==> src/rtl/uart_frame_parser.sv <==
// Host command frame parser: validates 55 AA ADDR OPC LEN PAYLOAD CSUM frames.
// Optional UART_RX_ERR_CNT_EN adds a saturating rejected-frame counter and opcode 0x05.
module uart_frame_parser #(
    parameter int unsigned TIMEOUT_CYCLES = 100000,
    parameter int unsigned MAX_PAYLOAD    = 8,
    parameter logic [15:0] DEF_TRANS_LEN  = 16'd256,
    parameter logic [15:0] DEF_SMP_RATE   = 16'd1000,
    parameter logic [15:0] DEF_SMP_NUM    = 16'd1024
) (
    input  logic        I_clk,
    input  logic        I_rst,
    input  logic        I_rx_data_valid,
    input  logic [7:0]  I_rx_data,
    input  logic [7:0]  I_device_addr,
    output logic        O_cmd_valid,
    output logic [2:0]  O_cmd_data,
    output logic [15:0] O_trans_length,
    output logic [15:0] O_sampling_rate,
    output logic [15:0] O_sampling_num,
    output logic        O_frame_err
`ifdef UART_RX_ERR_CNT_EN
    ,
    output logic [15:0] O_err_cnt
`endif
);

    localparam int TW = $clog2(TIMEOUT_CYCLES + 1);
    localparam int CW = $clog2(MAX_PAYLOAD + 1);
    localparam logic [TW-1:0] TMO_LAST = TW'(TIMEOUT_CYCLES - 1);

    typedef enum logic [2:0] {
        S_IDLE,
        S_HDR,
        S_ADDR,
        S_OPC,
        S_LEN,
        S_PAY,
        S_CSUM,
        S_EXEC
    } state_t;

    state_t        state;
    logic          addr_match;
    logic [7:0]    opcode;
    logic [7:0]    len;
    logic [7:0]    csum;
    logic [15:0]   payload;
    logic [CW-1:0] pay_cnt;
    logic [TW-1:0] tmo_cnt;

    logic          dec_known;
    logic [2:0]    dec_cmd;
    logic [7:0]    dec_len;

    // Opcode table: command code and the exact LEN each opcode requires
    always_comb begin
        dec_known = 1'b0;
        dec_cmd   = 3'd0;
        dec_len   = 8'd0;
        case (opcode)
            8'h01: begin dec_known = 1'b1; dec_cmd = 3'd1; end
            8'h02: begin dec_known = 1'b1; dec_cmd = 3'd2; end
            8'h03: begin dec_known = 1'b1; dec_cmd = 3'd3; end
            8'h04: begin dec_known = 1'b1; dec_cmd = 3'd4; end
`ifdef UART_RX_ERR_CNT_EN
            8'h05: begin dec_known = 1'b1; dec_cmd = 3'd6; end
`endif
            8'h10: begin dec_known = 1'b1; dec_cmd = 3'd5; dec_len = 8'd2; end
            8'h11: begin dec_known = 1'b1; dec_cmd = 3'd5; dec_len = 8'd2; end
            8'h12: begin dec_known = 1'b1; dec_cmd = 3'd5; dec_len = 8'd2; end
            default: ;
        endcase
    end

    always_ff @(posedge I_clk) begin
        if (I_rst) begin
            state           <= S_IDLE;
            addr_match      <= 1'b0;
            opcode          <= 8'd0;
            len             <= 8'd0;
            csum            <= 8'd0;
            payload         <= 16'd0;
            pay_cnt         <= '0;
            tmo_cnt         <= '0;
            O_cmd_valid     <= 1'b0;
            O_cmd_data      <= 3'd0;
            O_frame_err     <= 1'b0;
            O_trans_length  <= DEF_TRANS_LEN;
            O_sampling_rate <= DEF_SMP_RATE;
            O_sampling_num  <= DEF_SMP_NUM;
`ifdef UART_RX_ERR_CNT_EN
            O_err_cnt       <= 16'd0;
`endif
        end else begin
            O_cmd_valid <= 1'b0;
            O_frame_err <= 1'b0;
`ifdef UART_RX_ERR_CNT_EN
            if (O_frame_err && O_err_cnt != 16'hFFFF)
                O_err_cnt <= O_err_cnt + 16'd1;
`endif
            if (state == S_IDLE || state == S_EXEC || I_rx_data_valid)
                tmo_cnt <= '0;
            else
                tmo_cnt <= tmo_cnt + TW'(1);

            if (state == S_EXEC) begin
                state <= S_IDLE;
                if (dec_known && len == dec_len) begin
                    O_cmd_valid <= 1'b1;
                    O_cmd_data  <= dec_cmd;
                    case (opcode)
                        8'h10: O_trans_length  <= payload;
                        8'h11: O_sampling_rate <= payload;
                        8'h12: O_sampling_num  <= payload;
`ifdef UART_RX_ERR_CNT_EN
                        8'h05: O_err_cnt       <= 16'd0;
`endif
                        default: ;
                    endcase
                end else begin
                    O_frame_err <= 1'b1;
                end
            end else if (state != S_IDLE && tmo_cnt == TMO_LAST) begin
                // Timeout wins over a byte arriving on the same cycle
                state       <= S_IDLE;
                O_frame_err <= 1'b1;
                tmo_cnt     <= '0;
            end else if (I_rx_data_valid) begin
                unique case (state)
                    S_IDLE: begin
                        if (I_rx_data == 8'h55)
                            state <= S_HDR;
                    end
                    S_HDR: begin
                        if (I_rx_data == 8'hAA)
                            state <= S_ADDR;
                        else if (I_rx_data != 8'h55)
                            state <= S_IDLE;
                    end
                    S_ADDR: begin
                        addr_match <= (I_rx_data == I_device_addr);
                        csum       <= I_rx_data;
                        payload    <= 16'd0;
                        state      <= S_OPC;
                    end
                    S_OPC: begin
                        opcode <= I_rx_data;
                        csum   <= csum + I_rx_data;
                        state  <= S_LEN;
                    end
                    S_LEN: begin
                        len  <= I_rx_data;
                        csum <= csum + I_rx_data;
                        if (32'(I_rx_data) > MAX_PAYLOAD) begin
                            O_frame_err <= 1'b1;
                            state       <= S_IDLE;
                        end else if (I_rx_data == 8'd0) begin
                            state <= S_CSUM;
                        end else begin
                            pay_cnt <= I_rx_data[CW-1:0];
                            state   <= S_PAY;
                        end
                    end
                    S_PAY: begin
                        csum    <= csum + I_rx_data;
                        payload <= {payload[7:0], I_rx_data};
                        pay_cnt <= pay_cnt - CW'(1);
                        if (pay_cnt == CW'(1))
                            state <= S_CSUM;
                    end
                    S_CSUM: begin
                        if (I_rx_data != csum) begin
                            O_frame_err <= 1'b1;
                            state       <= S_IDLE;
                        end else if (addr_match) begin
                            state <= S_EXEC;
                        end else begin
                            state <= S_IDLE;
                        end
                    end
                    default: state <= S_IDLE;
                endcase
            end
        end
    end

endmodule

==> config.mk <==
export PLATFORM = sky130hd
export DESIGN_NAME = uart_frame_parser
export DESIGN_NICKNAME = d
export VERILOG_FILES = /design/src/rtl/uart_frame_parser.sv
export SDC_FILE = /design/constraint.sdc
export NUM_CORES = 1
export LEC_CHECK = 0
export ABC_AREA = 1
export BUFFER_PORTS_ARGS = -buffer_cell sky130_fd_sc_hd__buf_2
export CORE_ASPECT_RATIO = 0.6
export CORE_UTILIZATION = 50
export CTS_BUF_LIST = sky130_fd_sc_hd__clkbuf_8
export DETAILED_ROUTE_END_ITERATION = 16
export PLACE_DENSITY = 0.78
export SLEW_MARGIN = 10
export SYNTH_ARGS = -nofsm -noshare
export SYNTH_HDL_FRONTEND = slang
export SYNTH_SLANG_ARGS = --single-unit
==> constraint.sdc <==
create_clock -name I_clk -period 2.31 [get_ports I_clk]
set_input_delay 0.3465 -clock I_clk [delete_from_list [all_inputs] [get_ports I_clk]]
set_output_delay 0.3465 -clock I_clk [all_outputs]
set_load 0.05 [all_outputs]
### Word-level counts from Yosys, hierarchy flattened

Index checks and enable logic that the tools add are counted.

* latch bits: 0
* register bits after elaboration: 118
* bits in read-only memories: 0
* memories: 0
* RAM bits: 0
* logic and storage cells: 101
* input bits: 19

* magnitude comparators: 1
* bitwise gates (word level): 2
* shift operators: 0
* div/mod/pow operators: 0
* $mul: 0
* add/subtract/negate cells: 3
* reduce and logical (&&, ||, !) cells: 26
* mux-type cells: 28
* equality and inequality tests: 27

Operators by type and width (number)
* $mux 17: 3
* $pmux 16 s2: 1
* $eq 8x5->1 const B: 3
* $reduce_and 4->1: 6
* $mux 3: 7
* $pmux 3 s7: 1
* $add 17x1->17 const B: 1
* $eq 17x17->1 const B: 1
* $eq 8x2->1 const B: 2
* $eq 8x8->1: 2
* $pmux 8 s2: 1
* $pmux 3 s5: 1
* $eq 3x3->1 const B: 4
* $reduce_and 3->1: 3
* $reduce_or 3->1: 3
* $add 8x8->8: 1
* $eq 8x1->1 const B: 1
* $eq 8x3->1 const B: 1
* $eq 8x7->1 const B: 1
* $eq 8x8->1 const B: 1
* $gt 8x4->1 const B: 1
* $logic_not 8->1: 1
* $mux 1: 8
* $mux 4: 2
* 22 further kinds: 31

### Depth between registers and ports, before layout

* depth after elaboration: 7
* gate-level depth with buffers: 12

### Worst setup path after synthesis

No wires, ideal clock.

* kind: in2reg
* from: input port I_rx_data[0]
* to: register csum[4]
* cell stages on the path: 11
* path buffers: 0
* arrival: 1.498 ns
* path slack: 0.695 ns
* cells stage by stage: ha_1 inv_1 fa_1 inv_1 nand2_1 a21oi_1 o21ai_0 nand2_1 o22ai_1 nor2_1 nor2_1

* longest elaborated chain between the ends: 2

RTL lines
* start, declared: RTL line 13 `input logic [7:0] I_rx_data,`
* $add 8x8->8: RTL line 148, 153, 165
* $pmux 8 s2: RTL line 129 `unique case (state)`
* end signal, assigned: RTL line 148 `csum <= csum + I_rx_data;`
* end signal, assigned: RTL line 153 `csum <= csum + I_rx_data;`
* end signal, assigned: RTL line 165 `csum <= csum + I_rx_data;`
* end, declared: RTL line 46 `logic [7:0] csum;`

Every way passes these cells.
A chain may end at the register's enable or synchronous reset.

### Final worst setup path

* from: register opcode[6]
* to: register O_sampling_rate[6]

* longest elaborated chain between the ends: 6
* elaborated cells between the ends (all ways): 14

RTL lines
* start, declared: RTL line 44 `logic [7:0] opcode;`
* start signal, assigned: RTL line 147 `opcode <= I_rx_data;`
* $eq 8x5->1, on equally long branches: RTL line 60, 111
* $reduce_or 3->1 (no source line)
* $mux 2: RTL line 60 `case (opcode)`
* $eq 8x8->1: RTL line 108 `if (dec_known && len == dec_len) begin`
* $logic_and 1x1->1: RTL line 108
* $reduce_and 3->1 (no source line) (*)
* end signal, assigned: RTL line 113 `8'h11: O_sampling_rate <= payload;`
* end, declared: RTL line 18 `output logic [15:0] O_sampling_rate,`

Every way passes the cells marked *; elsewhere a longest branch is shown, timed or not.

==> results.cfg <==
[placement]
place.gp.congestion = 0.957
placed_cell_area_sq_um = 6370
dp_hpwl_microns = 10900
dp_cells = 1085
numPortBuffers = 71

[die]
die_h_microns = 86.0
io_pins = 72
start_util_pct = 51.7
fp.dieW_microns = 142
rows = 30
dieArea_sq_um = 12200
coreArea_sq_um = 11400

[timing]
tns_ps = 0
timing.final.crit_share_pct = 87.0
slew_headroom_pct = 60.6
fmax_mhz = 498
clock_skew_ps = 13.8
tightest_slew_ps = 591
fin_crit_ps = 2010
finalSetupViolations = 0
rsz0062_at_grt = no
finalHoldViolCount = 0
maxSlewViolCount = 0

[pwr]
leakage_nw = 3.17
total_power_mw = 4.27
p_switching_mw = 0.939
pwr-share-comb_pct = 3.9
ir_worst_vdd_mv = 0.537
internal_power_mw = 3.33
power.density_nw_per_um2 = 627
p_clk_share_pct = 48.5
swShare_pct = 22.0
p_seq_share_pct = 47.6

[cts]
cts_htree_levels = 4
clk_latency_ps = 440
numCtsBuffers = 17
cts_root_buf = clkbuf_8
numClockSinks = 118
post_cts_buffers = 0
clkTransAtPathRegs_ps = 70
ctsLongestPathBuffers = 2
cts_tree = built

[global_route]
grt_pass1_vias = 4771
antenna_found_initial = 0
grt.total_usage_pct = 25.8
grt_first_pass_wirelength_microns = 24400
grt_max_degree = 71
overflow = 0

[synthesis]
ys_ff_latch = 118
syn_nets = 899
ys_types = 38
syn_inst = 869
syn_avg_cell_area_sq_um = 6.76
yosys.area.top_type = dfxtp_1
yosysSeqAreaShare_pct = 40.2
yosys_warnings = 0
synth_area_leaders = dfxtp_1 40%, nand2_1 12%, inv_1 9.7%, nor2_1 7.3%, a21oi_1 4.5%
netlist_area_sq_um = 5880
synth_top_area_share_pct = 40.2

[route]
totalWireLength_microns = 15100
drt_iter0_drc = 532
antenna_left = 0
vias = 5574
via_per_inst = 4.99
wire_per_inst_microns = 13.5
drc = 0
firstDrtPassIters = 5

[cells_and_area]
utilization_pct = 59.9
fin_area_sq_um = 6810
nets = 974
drive_gt1_share_pct = 14.2
finalNonFillerCells = 1117
area_delta_synth_final_pct = 15.8
diodes = 0

[worst_setup_path]
arrival_ps = 2390
timing.rr.start = opcode[6]
cp-start-kind = flop
worstSetupPathType = flop to flop
cp-end-kind = flop
critPathRequiredTime_ps = 2690
r2r_cells = 11
worstPathMaxFanout = 27
crit_start = opcode[6]

[min_path]
worstHoldPathType = primary input to flop
hold_path_depth = 3
worstHoldStart = I_rx_data[0]

[job]
cap_viol_max_count = 0

[status]
status = completed
[path summary, 6_finish.rpt]
kind,slack (ps),endpoint
max,300,O_sampling_rate[6]
min,250,payload[0]
max reg2reg,300,O_sampling_rate[6]
min reg2reg,450,tmo_cnt[0]
[power by group through the flow]
stage	registers (mW)	clock network, mW	logic [mW]
2_1_floorplan	2.08	0	0.0906
3_3_place_gp	2.08	0	0.160
3_5_place_dp	2.08	0	0.161
4_1_cts	2.03	2.09	0.162
5_1_grt	2.03	2.17	0.179
6_report	2.03	2.07	0.166
[Yosys cell counts (all sizes together)]
master	count
a21boi	1
inv	155
or2	2
dfxtp	118
nand3b	1
and2	1
nor2	128
o21ai	49
a32oi	1
nor4	2
nand3	51
o22ai	1
xor2	8
ha	10
nand2	195
a21oi	53
nor3b	2
nor3	10
clkbuf	12
clkinv	2
xnor2	11
o21a	2
nand4	36
a211oi	1
buf	15
fa	1
and3	1
[state kept, by name (all words and copies together), names as in the netlist]
signal / flops
tmo_cnt: 17
O_sampling_num: 16
O_sampling_rate: 16
O_trans_length: 16
payload: 16
csum: 8
len: 8
opcode: 8
pay_cnt: 4
O_cmd_data: 3
state: 3
O_cmd_valid: 1
O_frame_err: 1
addr_match: 1
[timing repair]
item,4_1_cts,5_1_grt
setup endpoints to repair,0,7
hold endpoints to repair,0,0
resized for setup,0,1
hold buffers,0,0
[cells by family (layout without fill, tap and decap cells)]
logic type | Yosys count | after routing | share of synthesized area, %
AND/OR/NAND/NOR | 429 | 429 | 32.2
buffers and inverters | 184 | 272 | 12.9
flip-flops | 118 | 118 | 40.2
AO/OA/AOI/OAI | 108 | 108 | 9.45
XOR/XNOR | 19 | 19 | 2.83
adder cells (fa/ha/maj) | 11 | 11 | 2.47
[metrics by stage]
stage | hold slack [ps] | setup slack, ps
final | 254 | 300
after global routing | 234 | 122
after CTS | 225 | 183
after detailed placement | 438 | 196
after global placement | 429 | 218
after floorplan | 413 | 695
[layer usage]
layer	vias to the layer above	track usage (%)	wire (microns)	part of all wire [%]
met3	11	8.10	1610	11
met2	226	33.6	5730	38
li1	2869	-	-	-
met1	2468	39.7	7670	51
met4	0	6.94	104	0.69
met5	-	0	0	0
[worst max-delay path: stages, from the launching register on]
cell and delay (ps):
dfxtp_1 320, inv_1 50, nand2_1 70, nor2_1 250, nand3_1 160, inv_1 90, nor2_1 70, nor2_4 300
nand2_4 260, inv_1 210, nand2_1 90, nand3_1 70
[layout make-up]
class	count	area (sq um)
sequential	118	2360
clock inverter	12	160
tap	160	200
fill	1056	4570
timing repair buffer	83	458
clock buffer	20	275
multi-input combinational	567	2760
inverter	157	589
[placed cells by master, fill, tap and decap left out, types with 10 or more instances in the layout]
cell type	netlist	final
a21oi_1	53	53
buf_2	6	71
buf_4	0	11
clkbuf_8	0	20
dfxtp_1	118	118
ha_1	10	10
inv_1	152	156
nand2_1	191	191
nand3_1	49	49
nand4_1	35	35
nor2_1	115	115
nor2_2	10	10
nor3_1	10	10
o21ai_0	41	41
xnor2_1	11	11
Power figures use the tool's default switching activity.
